**src/rtl/dmem_arbiter.sv**
```systemverilog
// dmem_arbiter: shares one data memory port between the processor load/store
// path (port 0) and a secondary requester (port 1). Round-robin arbitration,
// combinational grants, registered read data.
// Optional feature macro: ARB_BURST_LOCK_EN builds burst locking
// (OWN0/OWN1 ownership states, lock_cnt timeout and lock_err).
//
// state | meaning
// ARB   | unlocked, round-robin between requesters
// OWN0  | port 0 holds the memory for a burst
// OWN1  | port 1 holds the memory for a burst
module dmem_arbiter #(
  parameter int DBITS        = 32,
  parameter int ADDR_BITS    = 30,
  parameter int LOCK_TIMEOUT = 64
) (
  input  logic                 clk,
  input  logic                 reset,
  input  logic                 req0,
  input  logic                 we0,
  input  logic [ADDR_BITS-1:0] addr0,
  input  logic [DBITS-1:0]     wdata0,
  input  logic                 lock0,
  input  logic                 req1,
  input  logic                 we1,
  input  logic [ADDR_BITS-1:0] addr1,
  input  logic [DBITS-1:0]     wdata1,
  input  logic                 lock1,
  output logic                 gnt0,
  output logic                 gnt1,
  output logic                 rvalid0,
  output logic                 rvalid1,
  output logic [DBITS-1:0]     rdata,
  output logic                 lock_err,
  output logic                 mem_en_write,
  output logic [ADDR_BITS-1:0] mem_addr,
  output logic [DBITS-1:0]     mem_din,
  input  logic [DBITS-1:0]     mem_dout
);

  // last = port granted most recently; the other port wins the next contention
  logic last;
  logic rvalid0_q;
  logic rvalid1_q;
  logic arb_gnt0;
  logic arb_gnt1;

  assign arb_gnt0 = req0 & (~req1 | last);
  assign arb_gnt1 = req1 & (~req0 | ~last);

`ifdef ARB_BURST_LOCK_EN
  typedef enum logic [1:0] {ARB, OWN0, OWN1} state_t;

  localparam int CNT_BITS = $clog2(LOCK_TIMEOUT + 1);
  localparam logic [CNT_BITS-1:0] CNT_TC = CNT_BITS'(LOCK_TIMEOUT - 1);

  state_t              state;
  logic [CNT_BITS-1:0] lock_cnt;
  logic                lock_err_q;

  // Grant selection: the owning port is the only candidate while locked
  always_comb begin
    gnt0 = 1'b0;
    gnt1 = 1'b0;
    if (!reset) begin
      case (state)
        OWN0:    gnt0 = req0;
        OWN1:    gnt1 = req1;
        default: begin
          gnt0 = arb_gnt0;
          gnt1 = arb_gnt1;
        end
      endcase
    end
  end

  // Lock ownership FSM with forced release after LOCK_TIMEOUT cycles
  always_ff @(posedge clk) begin
    if (reset) begin
      state      <= ARB;
      lock_cnt   <= '0;
      lock_err_q <= 1'b0;
    end else begin
      lock_err_q <= 1'b0;
      case (state)
        ARB: begin
          if (gnt0 && lock0) begin
            state    <= OWN0;
            lock_cnt <= '0;
          end else if (gnt1 && lock1) begin
            state    <= OWN1;
            lock_cnt <= '0;
          end
        end
        OWN0: begin
          if (lock_cnt == CNT_TC) begin
            state      <= ARB;
            lock_cnt   <= '0;
            lock_err_q <= 1'b1;
          end else if (gnt0 && !lock0) begin
            state    <= ARB;
            lock_cnt <= '0;
          end else begin
            lock_cnt <= lock_cnt + 1'b1;
          end
        end
        OWN1: begin
          if (lock_cnt == CNT_TC) begin
            state      <= ARB;
            lock_cnt   <= '0;
            lock_err_q <= 1'b1;
          end else if (gnt1 && !lock1) begin
            state    <= ARB;
            lock_cnt <= '0;
          end else begin
            lock_cnt <= lock_cnt + 1'b1;
          end
        end
        default: begin
          state    <= ARB;
          lock_cnt <= '0;
        end
      endcase
    end
  end

  assign lock_err = lock_err_q;
`else
  // Pure round-robin: the lock inputs and timeout have no effect in this build
  logic unused_lock;
  localparam int unused_timeout = LOCK_TIMEOUT;
  assign unused_lock = lock0 ^ lock1;

  // Grant selection, round-robin only
  always_comb begin
    gnt0 = 1'b0;
    gnt1 = 1'b0;
    if (!reset) begin
      gnt0 = arb_gnt0;
      gnt1 = arb_gnt1;
    end
  end

  assign lock_err = 1'b0;
`endif

  // Memory mux: port 1 only when granted, otherwise port 0 values pass through
  always_comb begin
    mem_addr     = gnt1 ? addr1 : addr0;
    mem_din      = gnt1 ? wdata1 : wdata0;
    mem_en_write = (gnt0 & we0) | (gnt1 & we1);
  end

  // Round-robin pointer, read data capture and read-valid pulses
  always_ff @(posedge clk) begin
    if (reset) begin
      last      <= 1'b1;
      rvalid0_q <= 1'b0;
      rvalid1_q <= 1'b0;
      rdata     <= '0;
    end else begin
      if (gnt0) begin
        last <= 1'b0;
      end else if (gnt1) begin
        last <= 1'b1;
      end
      rvalid0_q <= gnt0 & ~we0;
      rvalid1_q <= gnt1 & ~we1;
      if ((gnt0 & ~we0) | (gnt1 & ~we1)) begin
        rdata <= mem_dout;
      end
    end
  end

  // A response still in flight when reset arrives is not reported
  assign rvalid0 = rvalid0_q & ~reset;
  assign rvalid1 = rvalid1_q & ~reset;

endmodule
```
**config.mk**
```make
export PLATFORM = sky130hd
export DESIGN_NAME = dmem_arbiter
export DESIGN_NICKNAME = d
export VERILOG_FILES = /design/src/rtl/dmem_arbiter.sv
export SDC_FILE = /design/constraint.sdc
export NUM_CORES = 1
export LEC_CHECK = 0
export ABC_AREA = 1
export BUFFER_PORTS_ARGS = -buffer_cell sky130_fd_sc_hd__buf_2
export CAP_MARGIN = 25
export CORE_AREA = 3 3 100 102
export CTS_CLUSTER_DIAMETER = 80
export DETAILED_ROUTE_END_ITERATION = 8
export DIE_AREA = 0 0 103 105
export GPL_ROUTABILITY_DRIVEN = 0
export PLACE_DENSITY = 0.67
export SKIP_CTS_REPAIR_TIMING = 1
export SYNTH_ARGS = -nofsm -noshare
export SYNTH_HDL_FRONTEND = slang
export SYNTH_SLANG_ARGS = --single-unit
```
**constraint.sdc**
```tcl
create_clock -name clk -period 3.2 [get_ports clk]
set_input_delay 0.8 -clock clk [delete_from_list [all_inputs] [get_ports clk]]
set_output_delay 0.8 -clock clk [all_outputs]
set_load 0.05 [all_outputs]
```
==> summary.md, run 1 <==
| Metric | Value |
|---|---|
| Grt ovf | 0 |
| Outcome | complete, no violations |
| Crit path DAT | 1920 ps |
| Initial antenna violation count | 1 |
| ANT nets after route | 0 |
| Via density | 4.229 |
| M3 GR Usage | 4.473% |
| Synth area leaders | nand2_1, dfxtp_1, nand3_1 |
| RSZ-0062 raised after global routing | false |
| Initial drt markers | 206 |
| Cell repeated most along the worst path | nand2_1 |
| FF-to-FF path depth | 6 |
| Ys Warns | 0 |
| CTS root buffer | clkbuf_8 |
| Initial core utilization | 25.96% |
| Cells after synthesis | 435 |
| Setup_tns | 0 ps |
| Netlist cell types | 16 |
| Max cap viols | 0 |
| Drc violations | 0 |
| Routed WL | 9141 µm |
| Worst r2r dst | rdata[29] |
| Worst R2R Start | last |
| Crit path capture | mem_addr[22] |
| Global-route wire length before repair | 13390 µm |
| Clock sink count | 35 |
| Hold WC Path Type | register to register |
| Synth Area in XOR/XNOR | 0% |
| Crit path launch | req0 |
| Compound-Gate Fraction of Synth Area | 7.285% |
| Yosys reg bits | 35 |
| Row count | 35 |
| Slew Limit Fails | 0 |
| Diodes inserted | 0 |
| Commonest cells after routing, fill and taps aside | buf_2, nand2_1, inv_1, dfxtp_1, nor2_1 |
| Power, Total | 1.560 mW |
| Met1 Usage GRT | 17.29% |
| Fillers | 1014 |
| Largest family of logic cells by synthesized area | simple AND/OR/NAND/NOR gates |
| Startpoint type of the worst setup path | input pin |
| Reg2reg setup slack | 1650 ps |
| Die area | 10820 µm² |
| First drt pass iteration count | 4 |
| Part of the Yosys area used for sequential elements | 29.35% |
| Clock buffer depth | 2 |
| Critical-path cell list | buf_2 -> nand2_1 -> nand3_2 -> inv_2 -> buf_12 -> nand2_1 -> nand2_1 -> buf_2 |
| Commonest non-fill, non-tap cell in the layout | buf_2 |
| Die Ht | 105 µm |
| Finished Core Util | 41.27% |
| # IOs | 264 |
| Tcrit/Tclk final | 84.90% |
| Crit path largest cell delay | 280 ps |
| Multi-input gate area | 1328 µm² |
| Final Hold Viols | 0 |
| Post-DR wirelength/cell | 11.59 µm |
| Worst Skew | 6.951 ps |
| PD cells | 411.1 nW/µm² |
| Global Route Usage Sum | 15.15% |
| H-tree Lvls | 2 |
| Placed cell count | 782 |
| FMAX | 368.1 MHz |
| Synth Area in Simple Gates | 47.75% |
| Nets | 842 |
| CORE AREA | 9196 µm² |
| Vias in the first global route | 2794 |
| Via count | 3337 |
| Synth top area share | 34.75% |
| Clock transition at path regs | 70 ps |
| Largest net degree at the start of global routing | 65 |
| Register Area | 700.7 µm² |
| Setup-failing EPs final | 0 |
| Fraction of layout instances using a drive strength above 1 | 41.15% |
| Die X | 103 µm |
| Clk_lat worst skew | 280 ps |
| Most Crowded Layer GR | met2 |
| Max FO, Critical Path | 63 |
| CTS tree | yes |
| CTS Buf Count | 5 |
| Crit path kind | input pin to output port |
| PortBufs | 260 |
| Setup crit end kind | output port |
| Post-detail-place hpwl | 7068 µm |
| VDD IR max | 0.2316 mV |
| Final min period | 2717 ps |
| P_leak | 2.486 nW |
| Area leader, netlist | nand2_1 |
| Non-filler instance count after layout | 789 |
| Post-Syn Area | 2387 µm² |
| Adder-Cell Fraction of Synth Area | 0% |
| Met2 usage | 26.99% |
| Synthesized area per cell | 5.488 µm² |
| Mux cell area share after synthesis | 0% |
| Syn nets | 599 |
| Critical Path RT | 2400 ps |
| Worst path slowest cell | buf_2 |
| Area growth from synthesis to layout | 58.96% |
==> critical path: cells and delay by family <==
| kind | cells | cell delay [ps] |
|---|---|---|
| buffers and inverters | 4 | 720 |
| and+or+nand+nor | 4 | 360 |
==> flip-flops by register name (all words and copies together) (netlist names) <==
register and flops:
last 1, rvalid0_q 1, rdata 32, rvalid1_q 1
==> synth_stat cells <==
master      n
inv_1      41
buf_6       4
clkbuf_1    4
o22ai_1     1
nand3_1    34
buf_2      10
o211ai_1    1
nor2_2      1
nand2_1   221
inv_2       2
buf_4      13
nand4_1     1
conb_1      1
dfxtp_1    35
nor2_1     34
a21oi_1    32
==> per-layer routing <==
metal | share of wire [%] | vias to the layer above
met2 | 50 | 143
met3 | 10 | 13
met4 | 1.6 | 2
met1 | 38 | 1388
li1 | - | 1791
met5 | 0.14 | -
==> final cells by class <==
| class | count | share of cell area [%] |
|---|---|---|
| multi-input cells | 326 | 34.98 |
| well taps | 111 | 3.660 |
| clock buffers | 6 | 2.176 |
| inverters | 43 | 4.253 |
| repair buffers | 267 | 36.33 |
| clock inverters | 1 | 0.1319 |
| flip-flops and latches | 35 | 18.46 |
==> logic make-up after synthesis <==
family          count (synthesis)
compound gates                 34
buf+inv                        74
flops                          35
other cells                     1
simple gates                  291
==> metrics by stage <==
stage	area, µm²	hold slack, ps	worst slack [ps]
global route	3795	567.3	370.3
detailed placement	3707	514.5	474.7
finish	3795	517.7	483.1
global placement	3707	507.2	470.1
CTS	3795	526.3	479.8
floorplan	2387	483.3	465.5
==> worst min path at each step <==
stage | startpoint | to | cells past startpoint
after floorplan | last | last | 2
after global placement | last | last | 2
after detailed placement | last | last | 2
after CTS | last | last | 2
after global routing | rdata[1] | rdata[1] | 4
final | last | last | 2
==> report_power, final <==
part           internal, mW  switching (mW)
clock network         0.169           0.154
registers             0.469          0.0140
logic                 0.208           0.545
total                 0.846           0.714
No activity file was read; power rests on OpenSTA's default activity.
==> inputs of run 2 (changes only) <==
Clock period 3.2 ns to 2.5 ns, I/O delays scaled along.
==> summary.md, run 2 (synthesized netlist as in run 1, its figures left out) <==
| Metric | Value |
|---|---|
| Outcome | complete, no violations |
| Top routing layer used | met5 |
| Setup crit end kind | output port |
| H-tree Lvls | 2 (unchanged) |
| Initial antenna violation count | 1 (unchanged) |
| Row count | 35 (unchanged) |
| Met2 Routed Length | 4608 µm (+1.4%) |
| Global Route Usage Sum | 15.20% (+0.049 points) |
| Fillers | 1013 (-0.099%) |
| Largest register FFs | 32 (unchanged) |
| Crit path kind | input pin to output port |
| Largest Register | rdata |
| Vias in the first global route | 2858 (+2.3%) |
| Final min period | 2387 ps |
| CORE AREA | 9196 µm² (unchanged) |
| Commonest non-fill, non-tap cell in the layout | buf_2 |
| VDD IR max | 0.3719 mV (+61%) |
| Global-route wire length before repair | 13310 µm (-0.57%) |
| Setup ws final | 113.0 ps (-370.1 ps) |
| Worst Skew | 5.063 ps (-1.888 ps) |
| Clk_lat worst skew | 290 ps (about the same) |
| Grt ovf | 0 (unchanged) |
| Worst hold slack | 519.6 ps (+1.812 ps) |
| CTS Buf Count | 5 (unchanged) |
| PD cells | 544.4 nW/µm² (+32%) |
| Commonest cells after routing, fill and taps aside | buf_2, nand2_1, inv_1, dfxtp_1, nor2_1 |
| Register Area | 700.7 µm² (unchanged) |
| Tcrit/Tclk final | 95.48% |
| Critical Path RT | 1880 ps (-520 ps) |
| Clock buffer depth | 2 (unchanged) |
| FMAX | 418.9 MHz |
| Via density | 4.188 (-0.98%) |
| Fraction of layout instances using a drive strength above 1 | 41.41% (+0.26 points) |
| Initial drt markers | 195 (-5.3%) |
| Finished Core Util | 43.01% (+1.7 points) |
| First drt pass iteration count | 6 (+2) |
| ANT nets after route | 0 (unchanged) |
| Met1 wire length | 3537 µm (+0.77%) |
| Crit path DAT | 1760 ps (-160 ps) |
| Drc violations | 0 (unchanged) |
| P_leak | 2.547 nW (+2.4%) |
| Initial core utilization | 25.96% (unchanged) |
| Die X | 103 µm (unchanged) |
| CTS root buffer | clkbuf_8 |
| Post-DR wirelength/cell | 11.56 µm (-0.22%) |
| Post-Place Setup Slack | 77.12 ps (-397.6 ps) |
| Multi-input gate area | 1328 µm² (unchanged) |
| Largest net degree at the start of global routing | 46 (-29%) |
| Routed WL | 9156 µm (+0.16%) |
| Setup-failing EPs final | 0 (unchanged) |
| Area growth from synthesis to layout | 65.67% |
| Post-detail-place hpwl | 7122 µm (+0.77%) |
| Final Hold Viols | 0 (unchanged) |
| Met3 Wirelength | 887 µm (-4.2%) |
| Max FO, Critical Path | 38 (-40%) |
| PortBufs | 260 (unchanged) |
| Hold WC Path Type | register to register |
| Max cap viols | 0 (unchanged) |
| Via count | 3317 (-0.60%) |
| Nets | 844 (+0.24%) |
| Clock transition at path regs | 70 ps (about the same) |
| Slew Limit Fails | 0 (unchanged) |
| Clock sink count | 35 (unchanged) |
| CTS tree | yes |
| Die Ht | 105 µm (unchanged) |
| Startpoint type of the worst setup path | input pin |
| # IOs | 264 (unchanged) |
| Die area | 10820 µm² (unchanged) |
| Diodes inserted | 0 (unchanged) |
-- run 2: cell types whose count changed in the layout (fill, tap and decap cells not counted) --
| cell | previous run | this run |
|---|---|---|
| clkbuf_4 | 0 | 12 |
| bufinv_16 | 0 | 1 |
| buf_2 | 260 | 244 |
| buf_12 | 2 | 8 |
-- run 2: worst max-delay path, stage by stage --
cell,delay (ps)
buf_2,120
nand2_1,90
nand3_2,170
inv_2,150
buf_12,200
nand2_1,70
nand2_1,90
clkbuf_4,230
-- run 2: final timing paths --
kind	startpoint	end	slack, ps	depth (start not counted)
max	req0	mem_din[13]	110	8
min	last	last	520	2
max reg2reg	last	rdata[27]	1220	6
min reg2reg	last	last	520	2
-- run 2: stage by stage --
| stage | TNS [ps] | power, mW | instances | cell area, µm² |
|---|---|---|---|---|
| 4_1_cts | 0 | 2.170 | 792 | 3925 |
| 2_1_floorplan | 0 | 1.322 | 435 | 2387 |
| 3_3_place_gp | 0 | 1.626 | 784 | 3807 |
| 6_report | 0 | 2.153 | 792 | 3955 |
| 3_5_place_dp | 0 | 1.629 | 784 | 3807 |
| 5_1_grt | -9.593 | 2.288 | 792 | 3955 |
-- run 2: final cells by class --
cell class / instances / share of cell area, %
well taps: 111 / 3.512
clock inverters: 2 / 0.8858
flip-flops and latches: 35 / 17.72
clock buffers: 6 / 2.088
multi-input cells: 326 / 33.57
inverters: 43 / 4.081
repair buffers: 269 / 38.15
-- run 2: layer usage --
layer / global-route usage, % / up-vias
li1: - / 1795
met2: 27.41 / 132
met5: 0 / -
met4: 3.700 / 2
met3: 4.740 / 9
met1: 17.00 / 1379
-- run 2: report_power, final --
part	internal [mW]	switching [mW]
Combinational	0.297	0.703
Clock	0.323	0.212
Sequential	0.600	0.0182
Total	1.22	0.933
